<file path="src/rtl/seq_div.sv">
// Restoring divider, one quotient bit per clock: 2M/M -> M quotient + M remainder, done after edge k+M (early exit after edge k).
// No backpressure: start is taken only while idle, and results are held until the next done pulse.
module seq_div #(
  parameter int M = 4
) (
  input  logic           clk,
  input  logic           rst_n,
  input  logic           start,
  input  logic [2*M-1:0] A,
  input  logic [M-1:0]   B,
  output logic           busy,
  output logic           done,
  output logic [M-1:0]   R,
  output logic [M-1:0]   Res,
  output logic           C,
  output logic           N,
  output logic           V,
  output logic           Z
);

  localparam int CW = $clog2(M);

  typedef enum logic {IDLE, CALC} state_t;

  state_t         state_q;
  logic [M-1:0]   a_lo_q, b_q, q_q;
  logic [M:0]     p_q;
  logic [CW-1:0]  cnt_q;
  logic           busy_q, done_q;
  logic [M-1:0]   r_q, res_q;
  logic           c_q, n_q, v_q, z_q;

  logic [M:0]     p_shift_d, p_d;
  logic [M-1:0]   q_d;
  logic           ge_d;

  // Compare on the full M+1 bits: the shifted remainder can reach 2B-1.
  always_comb begin
    p_shift_d   = {p_q[M-1:0], a_lo_q[cnt_q]};
    ge_d        = (p_shift_d >= {1'b0, b_q});
    p_d         = ge_d ? (p_shift_d - {1'b0, b_q}) : p_shift_d;
    q_d         = q_q;
    q_d[cnt_q]  = ge_d;
  end

  always_ff @(posedge clk or negedge rst_n) begin
    if (!rst_n) begin
      state_q <= IDLE;
      a_lo_q  <= '0;
      b_q     <= '0;
      q_q     <= '0;
      p_q     <= '0;
      cnt_q   <= '0;
      busy_q  <= 1'b0;
      done_q  <= 1'b0;
      r_q     <= '0;
      res_q   <= '0;
      c_q     <= 1'b0;
      n_q     <= 1'b0;
      v_q     <= 1'b0;
      z_q     <= 1'b0;
    end else begin
      done_q <= 1'b0;
      case (state_q)
        IDLE: begin
          if (start) begin
            a_lo_q <= A[M-1:0];
            b_q    <= B;
            // A zero divisor or an upper half >= B means the quotient cannot fit.
            if (B == '0 || A[2*M-1:M] >= B) begin
              done_q <= 1'b1;
              r_q    <= '1;
              res_q  <= '0;
              c_q    <= (B == '0);
              v_q    <= 1'b1;
              n_q    <= 1'b1;
              z_q    <= 1'b0;
            end else begin
              p_q     <= {1'b0, A[2*M-1:M]};
              q_q     <= '0;
              cnt_q   <= CW'(M - 1);
              busy_q  <= 1'b1;
              state_q <= CALC;
            end
          end
        end
        CALC: begin
          p_q   <= p_d;
          q_q   <= q_d;
          cnt_q <= cnt_q - CW'(1);
          if (cnt_q == '0) begin
            state_q <= IDLE;
            busy_q  <= 1'b0;
            done_q  <= 1'b1;
            r_q     <= q_d;
            res_q   <= p_d[M-1:0];
            c_q     <= 1'b0;
            v_q     <= 1'b0;
            n_q     <= q_d[M-1];
            z_q     <= (q_d == '0);
          end
        end
        default: state_q <= IDLE;
      endcase
    end
  end

  assign busy = busy_q;
  assign done = done_q;
  assign R    = r_q;
  assign Res  = res_q;
  assign C    = c_q;
  assign N    = n_q;
  assign V    = v_q;
  assign Z    = z_q;

endmodule
</file>
<file path="config.mk">
export PLATFORM = sky130hd
export DESIGN_NAME = seq_div
export DESIGN_NICKNAME = d
export VERILOG_FILES = /design/src/rtl/seq_div.sv
export SDC_FILE = /design/constraint.sdc
export NUM_CORES = 1
export LEC_CHECK = 0
export ABC_AREA = 1
export ABC_CLOCK_PERIOD_IN_PS = 1700
export BUFFER_PORTS_ARGS = -buffer_cell sky130_fd_sc_hd__buf_2
export CORE_AREA = 2 2 70 72
export DETAILED_ROUTE_END_ITERATION = 10
export DIE_AREA = 0 0 72 74
export PLACE_DENSITY = 0.61
export SLEW_MARGIN = 20
export SYNTH_ARGS = -nofsm -noshare
export SYNTH_HDL_FRONTEND = slang
export SYNTH_SLANG_ARGS = --single-unit
</file>
<file path="constraint.sdc">
create_clock -name clk -period 1.7 [get_ports clk]
set_input_delay 0.34 -clock clk [delete_from_list [all_inputs] [get_ports clk]]
set_output_delay 0.34 -clock clk [all_outputs]
set_load 0.03 [all_outputs]
</file>
==> results of run 1 <==
==> synthesized netlist by cell type <==
cell type  number
nand4_2         1
a21boi_0        1
a21oi_2         2
a21oi_1         3
nor2_2          2
nor2_1         10
clkbuf_1        1
buf_4           1
nand2_4         2
nand2_2         7
and3_1          1
o21ai_2         4
buf_12          1
or2_2           3
nand3_2         3
ha_1           12
nand3_1        10
nand3b_1        2
o21ai_0        11
inv_4           1
nor2_4          1
buf_2           2
fa_1            1
xnor2_1         1
inv_1          27
nand2_1        79
o21ai_1         4
dfrtp_1        32
==> power breakdown <==
| part | internal [uW] | switching (uW) |
|---|---|---|
| sequential | 1140 | 211 |
| clock | 360 | 274 |
| combinational | 1430 | 2050 |
| total | 2930 | 2540 |
==> final cells by class <==
cell class	instances	area (um^2)	area share
multi-input combinational	160	973	0.406
sequential	32	801	0.334
timing repair buffer	56	350	0.146
inverter	28	110	0.0459
clock buffer	7	96.3	0.0402
tap	54	67.6	0.0282
==> critical path: stages, from the launching register on <==
cell     delay, ns
dfrtp_1       0.40
buf_4         0.14
nand3_2       0.06
nand2_2       0.07
ha_4          0.16
inv_4         0.05
fa_2          0.43
inv_2         0.06
nand2_1       0.05
nand3_2       0.08
nand2_1       0.06
nand2_1       0.05
nand2_1       0.04
==> routing by layer <==
metal,vias up,wire (um)
li1,813,-
met4,0,33
met2,36,1800
met3,5,155
met5,-,0
met1,696,1950
==> metrics by stage <==
stage	hold WS, ns	setup TNS [ns]	cells	util
6_report	0.0809	-0.162	337	0.522
4_1_cts	0.0869	-0.236	336	0.512
2_1_floorplan	0.0444	-0.0375	225	-
3_5_place_dp	0.391	-1.26	328	0.478
3_3_place_gp	0.386	-1.00	328	0.478
5_1_grt	0.105	-1.68	337	0.522
==> final timing paths <==
| path | from | slack [ns] | endpoint |
|---|---|---|---|
| setup / recovery | cnt_q[1] | -0.07 | p_q[1] |
| min in group clk | A[0] | 0.26 | a_lo_q[0] |
| max in group asynchronous | rst_n | 1.32 | cnt_q[0] |
| hold / removal | rst_n | 0.08 | Res[2] |
| hold reg to reg | busy | 0.48 | busy |
| setup reg to reg | cnt_q[1] | -0.07 | p_q[1] |
==> state kept, by name, summed over array words and instances (netlist names) <==
register,cells
p_q,4
C,1
Res,4
b_q,4
busy,1
state_q,1
done,1
V,1
a_lo_q,4
R,4
q_q,4
cnt_q,2
Z,1
==> what timing repair did <==
item / CTS / global route
gates resized for setup: 15 / 10
endpoints found under the setup margin: 15 / 17
setup buffers: 1 / 1
pin swaps: 7 / 9
==> logic make-up (layout without fill, tap and decap cells) <==
family / count (synthesis) / in the layout
compound gates: 25 / 25
xor+xnor: 1 / 1
fa+ha+maj: 13 / 13
buf+inv: 33 / 91
flops: 32 / 32
simple gates: 121 / 121
==> results.toml, run 1 <==
[run_status]
outcome = "finished with violations"
violations = "negative setup slack"

[finish]
finish.instance_area_mm2 = 0.00240
layout_commonest_cell = "nand2_1"
n_antenna_cell = 0
num-nets-final = 311
nFillCells = 445
area_growth_pct = 30.7
final_cell_mix = "nand2_1 (72), dfrtp_1 (32), buf_2 (28), buf_4 (28), inv_1 (24)"
drive_gt1_frac = 0.392

[clock_network]
numCtsBuffers = 5
ctsHoldBuffers = 0
clockRootBuffer = "clkbuf_8"
h-tree-depth = 2
cts_tree = "yes"
clock_path_buffers = 2
clock_latency_ns = 0.28
cts.sinks = 32
clk_pin_slew_ns = 0.07

[timing]
fmax_ghz = 0.565
setup_viol = 6
final.period_utilization = 1.04
fin_skew_ns = 0.00642
hold_viol = 0
finalCriticalPeriod_ns = 1.77
maxSlewViolCount = 0
slew_headroom = 0.719
worst_pin_slew_ns = 0.422
rsz0062_at_grt = "yes"
setup_slack_ns = -0.0708

[drt]
drt_iter0_drc = 60
ant_nets = 0
via_per_inst = 4.60
route.detailed.drc = 0
dr.pass1.iters = 4
via_count = 1550
wire_per_inst_um = 11.7
finalWirelength_mm = 3.94

[yosys]
synth-compound-area-share = 0.0818
synth_cell_types = 28
synthCells = 225
synth-xor-area-share = 0.00477
synth_top_family_by_area = "simple AND/OR/NAND/NOR gates"
yosys.area.top_type = "dfrtp_1"
yosys.area_share.simple = 0.303
synth.net_count = 253
synthTopCellsByArea = "dfrtp_1 (44%), nand2_1 (16%), ha_1 (8.2%)"
seq_area_frac_synth = 0.436
netlist_area_mm2 = 0.00184
syn_avg_cell_area_um2 = 8.16
synthAdderAreaFrac = 0.0927
synthMuxAreaShare = 0
ys.warnings.count = 0
ys_ff_latch = 32
synth_top_area_share = 0.436

[critical_path]
crit_path_end_kind = "flip-flop"
cp_max_fo = 3
reg2reg_depth = 12
arrival_ns = 1.95
worstSetupStartpointType = "flip-flop"
crit_required_ns = 1.88
path_class = "flip-flop to flip-flop"

[placed_design]
place_congestion = 0.845
port_buffers = 28
pre_cts_slack_ns = -0.132
hpwl_mm = 2.96
place_area_mm2 = 0.00220

[grt]
antenna_found_initial = 0
grt_remaining_overflow = 0
grt_pass1_vias = 1508
grt.met2_usage = 0.276
grt_max_degree = 33
global_route.usage.met1 = 0.225
grt_pass1_wl_mm = 6.78
use_met3 = 0.0379
grtUsageTotal = 0.168
busiest_layer = "met2"

[job]
max_cap_violations = 0

[die]
core_area_mm2 = 0.00460
rows = 25
io_pins = 29
start_util = 0.399
die-area_mm2 = 0.00533
die_x_um = 72
die_y_um = 74

[pwr]
power.density_mw_per_mm2 = 2280
leakagePower_uw = 0.00131
max-vdd-ir-drop_uv = 839
p_total_uw = 5470

[min_path]
hold_class = "input pin to async pin"
Note: power is estimated with default switching activity, not from simulation.
==> inputs of run 2 (changes only) <==
Settings changed: RECOVER_POWER set to 100.
==> run 2 against run 1 <==
Net effect:
- the flow still finishes with violations (negative setup slack)
- register-to-register slack hardly changed
- clock power hardly changed
- cell count stayed put
- hold slack better by 0.15 ns
- clock skew hardly changed
- die area stayed put
- sequential share of layout area is 0.53 points higher
- flip-flop and latch count stayed put
- cell area is 1.6% lower
- largest cell class unchanged
- highest routed layer unchanged
==> results.toml, run 2 (synthesis gave the netlist of run 1 again) <==
[run_status]
outcome = "finished with violations"
violations = "negative setup slack"

[pwr]
max-vdd-ir-drop_uv = 838
p_switching_uw = 2540
p_clk_frac = 0.117
p_seq_frac = 0.251
p_sw_frac = 0.469
intPower_uw = 2870
power_frac_comb = 0.632
leakagePower_uw = 0.00126
power.density_mw_per_mm2 = 2290

[drt]
route.detailed.drc = 0
ant_nets = 0
drt_iter0_drc = 62
finalWirelength_mm = 3.95
via_count = 1561
wire_per_inst_um = 11.7
via_per_inst = 4.63
dr.pass1.iters = 4

[clock_network]
ctsHoldBuffers = 0
clk_pin_slew_ns = 0.06
cts_tree = "yes"
clockRootBuffer = "clkbuf_8"
clock_latency_ns = 0.28
clock_path_buffers = 2
cts.sinks = 32
h-tree-depth = 2
numCtsBuffers = 5

[placed_design]
hpwl_mm = 2.96
place_inst = 328
place_congestion = 0.845
port_buffers = 28
pre_cts_slack_ns = -0.132

[grt]
grt_remaining_overflow = 0
antenna_found_initial = 0
grtUsageTotal = 0.168
grt_max_degree = 33
grt_pass1_wl_mm = 6.78
grt_pass1_vias = 1508

[timing]
maxSlewViolCount = 0
finalCriticalPeriod_ns = 1.77
setup_viol = 6
slew_headroom = 0.445
fin_skew_ns = 0.00594
setup_slack_ns = -0.0693
fmax_ghz = 0.565
rsz0062_at_grt = "yes"
worst_pin_slew_ns = 0.833
hold_viol = 0
final.period_utilization = 1.04

[finish]
multiInputGateArea_um2 = 960
nFillCells = 459
num-nets-final = 311
area_growth_pct = 28.6
final_cell_count_no_fill = 337
layout_commonest_cell = "nand2_1"
drive_gt1_frac = 0.332
n_antenna_cell = 0
seqCellArea_um2 = 801
final_cell_mix = "nand2_1 (73), dfrtp_1 (32), inv_1 (24), buf_4 (24), clkbuf_1 (15)"

[die]
io_pins = 29
die-area_mm2 = 0.00533
rows = 25
start_util = 0.399
die_x_um = 72
die_y_um = 74
core_area_mm2 = 0.00460

[critical_path]
worstSetupStartpointType = "flip-flop"
crit_slowest_cell = "fa_2"
crit_required_ns = 1.88
cp_common_cell = "nand2_1"
arrival_ns = 1.95
crit_path_end_kind = "flip-flop"
worstReg2RegStart = "cnt_q[0]"
critPathLaunch = "cnt_q[0]"
path_class = "flip-flop to flip-flop"
cp_max_fo = 4
crit_chain = "inv_2, nand2_1, nand3_1, nand2_2, ha_4, inv_4, fa_2, inv_2, nand2_1, nand3_2, nand2_1, nand2_1, nand2_1"
max_stage_delay_ns = 0.43

[job]
max_cap_violations = 0

[min_path]
hold_class = "input pin to async pin"
[run 2: area by class of cell]
cell class / instances / share of cell area
inverter: 28 / 0.0466
clock buffer: 7 / 0.0408
timing repair buffer: 56 / 0.138
multi-input combinational: 160 / 0.406
tap: 54 / 0.0286
sequential: 32 / 0.339
[run 2: repair_timing]
action                                  CTS  global route
endpoints found under the setup margin   15            17
buffers inserted                          1             1
resized for setup                        15            10
pin swaps                                 7             9
[run 2: worst paths after layout]
check | endpoint | slack, ns | cells past startpoint
setup / recovery | p_q[1] | -0.07 | 13
setup reg to reg | p_q[1] | -0.07 | 13
max in group asynchronous | cnt_q[0] | 0.94 | 2
min in group clk | a_lo_q[0] | 0.26 | 3
hold / removal | Res[2] | 0.24 | 2
hold reg to reg | a_lo_q[1] | 0.48 | 2
[run 2: per-stage QoR]
stage                     total power (uW)  cell area, um^2  utilization  hold WS [ns]  setup TNS (ns)
final                                 5410             2360        0.513         0.235          -0.161
after global routing                  5910             2360        0.513         0.275           -1.91
after CTS                             5310             2360        0.512        0.0869          -0.236
after detailed placement              4390             2200        0.478         0.391           -1.26
after global placement                4330             2200        0.478         0.386           -1.00
after floorplan                       3500             1840            -        0.0444         -0.0375
[run 2: power groups by stage]
stage	registers, uW	clock network (uW)	logic (uW)
global route	1400	684	3830
detailed placement	1350	0	3030
finish	1360	635	3420
floorplan	1580	0	1910
global placement	1340	0	2990
CTS	1350	654	3300
[run 2: routing by layer]
layer / wire length [um] / vias up / GRT usage
met5: 0 / - / 0
met4: 33 / 0 / 0.0503
met3: 161 / 5 / 0.0379
met2: 1800 / 35 / 0.276
met1: 1950 / 707 / 0.225
li1: - / 814 / -
[run 2: worst max-delay path, delay by kind of cell, from the launching register on]
kind	cells	cell delay [ns]
flops	1	0.41
simple gates	8	0.47
buf+inv	3	0.19
fa+ha+maj	2	0.59
==> inputs of run 3 (changes only) <==
Settings changed: TNS_END_PERCENT set to 50.
==> run 3 against run 2 <==
Net effect:
- the run still ends with negative setup slack left
- hold slack got worse by 0.0034 ns
- die area unchanged
- register-to-register slack got worse by 0.03 ns
- wire length increased by 4.3%
- sequential power about the same
- flip-flop and latch count unchanged
- sequential share of layout area is 0.46 points lower
- count of clock-buffer cells in the layout unchanged
- via count down 0.70%
- global-route usage is 0.26 points lower
- fmax shrank 1.5%
- combinational power grew 4%
- highest routed layer unchanged
==> results.toml, run 3 (synthesis gave the netlist of run 1 again) <==
[pwr]
power.density_mw_per_mm2 = 2320
max-vdd-ir-drop_uv = 841
leakagePower_uw = 0.00127

[clock_network]
h-tree-depth = 2
clockRootBuffer = "clkbuf_8"
clock_latency_ns = 0.28
clk_pin_slew_ns = 0.07
cts_tree = "yes"
ctsHoldBuffers = 0
cts.sinks = 32
clock_path_buffers = 2
numCtsBuffers = 5

[timing]
finalCriticalPeriod_ns = 1.80
setup_viol = 15
final.period_utilization = 1.06
fmax_ghz = 0.557
hold_viol = 0
holdWs_ns = 0.232
worst_pin_slew_ns = 0.825
slew_headroom = 0.450
setup_slack_ns = -0.0957
maxSlewViolCount = 0
fin_skew_ns = 0.00774
rsz0062_at_grt = "yes"

[die]
die_y_um = 74
die-area_mm2 = 0.00533
rows = 25
die_x_um = 72
core_area_mm2 = 0.00460
start_util = 0.399
io_pins = 29

[grt]
antenna_found_initial = 0
global_route.usage.met1 = 0.224
grt_pass1_wl_mm = 6.69
use_met3 = 0.0379
grt_pass1_vias = 1482
grt_max_degree = 33
grt.met2_usage = 0.267
grt_remaining_overflow = 0
busiest_layer = "met2"
grtUsageTotal = 0.166

[critical_path]
crit_chain = "buf_4, nand3_2, nand2_2, ha_4, nand2_4, nor2_4, nor2_4, nand3_1, nand3_2, nand2_1, nand2_1, nand2_1"
path_class = "flip-flop to flip-flop"
arrival_ns = 1.97
crit_required_ns = 1.87
max_stage_delay_ns = 0.40
cp_common_cell = "nand2_1"
crit_slowest_cell = "dfrtp_1"
worstSetupStartpointType = "flip-flop"
worstPathBufferInverterCount = 1
worstReg2RegStart = "cnt_q[1]"
critPathLaunch = "cnt_q[1]"
crit_family = "simple AND/OR/NAND/NOR gates"
crit_path_end_kind = "flip-flop"
cp_max_fo = 8

[finish]
drive_gt1_frac = 0.349
layout_commonest_cell = "nand2_1"
n_antenna_cell = 0
final_cell_count_no_fill = 338
multiInputGateArea_um2 = 985
finish.utilization = 0.521
area_growth_pct = 30.4
num-nets-final = 312
final_cell_mix = "nand2_1 (72), dfrtp_1 (32), buf_4 (27)"
nFillCells = 450
seqCellArea_um2 = 801

[drt]
via_count = 1550
drt_iter0_drc = 45
route.detailed.drc = 0
dr.pass1.iters = 4
wire_per_inst_um = 12.2
finalWirelength_mm = 4.12
ant_nets = 0
via_per_inst = 4.59

[run_status]
violations = "negative setup slack"
outcome = "finished with violations"

[placed_design]
hpwl_mm = 2.96
place_congestion = 0.845
place_inst = 328
port_buffers = 28

[min_path]
hold_class = "input pin to async pin"

[job]
max_cap_violations = 0
[run 3: cell types whose count changed in the layout (fill, tap and decap cells not counted), sizes merged]
cell	delta
buf	+3
clkbuf	-2
[run 3: power breakdown]
group	leakage (uW)	total [uW]	switching, uW	internal (uW)
combinational	0.000831	3550	2130	1420
sequential	0.000388	1360	221	1140
clock	0.0000503	639	278	360
[run 3: worst paths after layout]
kind	to	slack, ns	depth (start not counted)
setup / recovery	p_q[0]	-0.1	12
hold / removal	Res[2]	0.23	2
setup reg to reg	p_q[0]	-0.1	12
hold reg to reg	R[1]	0.48	2
max in group asynchronous	cnt_q[0]	0.95	2
min in group clk	a_lo_q[0]	0.26	3
[run 3: final cells by class]
type,count,area share
inverters,28,0.0460
well taps,54,0.0282
multi-input cells,160,0.411
flip-flops and latches,32,0.335
clock buffers,7,0.0403
repair buffers,57,0.140
[run 3: through the flow]
| step | setup TNS [ns] | power [uW] | cell area [um^2] | setup WS [ns] |
|---|---|---|---|---|
| detailed placement | -1.26 | 4390 | 2200 | -0.132 |
| global route | -2.42 | 6040 | 2390 | -0.189 |
| global placement | -1.00 | 4330 | 2200 | -0.0912 |
| CTS | -0.250 | 5250 | 2340 | -0.0780 |
| finish | -0.631 | 5550 | 2390 | -0.0957 |
| floorplan | -0.0375 | 3500 | 1840 | -0.0231 |
[run 3: per-layer routing]
layer  routed length [um]  vias to the layer above
li1                     -                      817
met1                 2000                      690
met2                 1910                       38
met3                  167                        5
met4                   38                        0
met5                    0                        -
[run 3: timing repair]
action                     CTS  global route
buffers inserted             1             2
pin swaps                    6            13
gates resized for setup     12            18
setup endpoints to repair   15            17
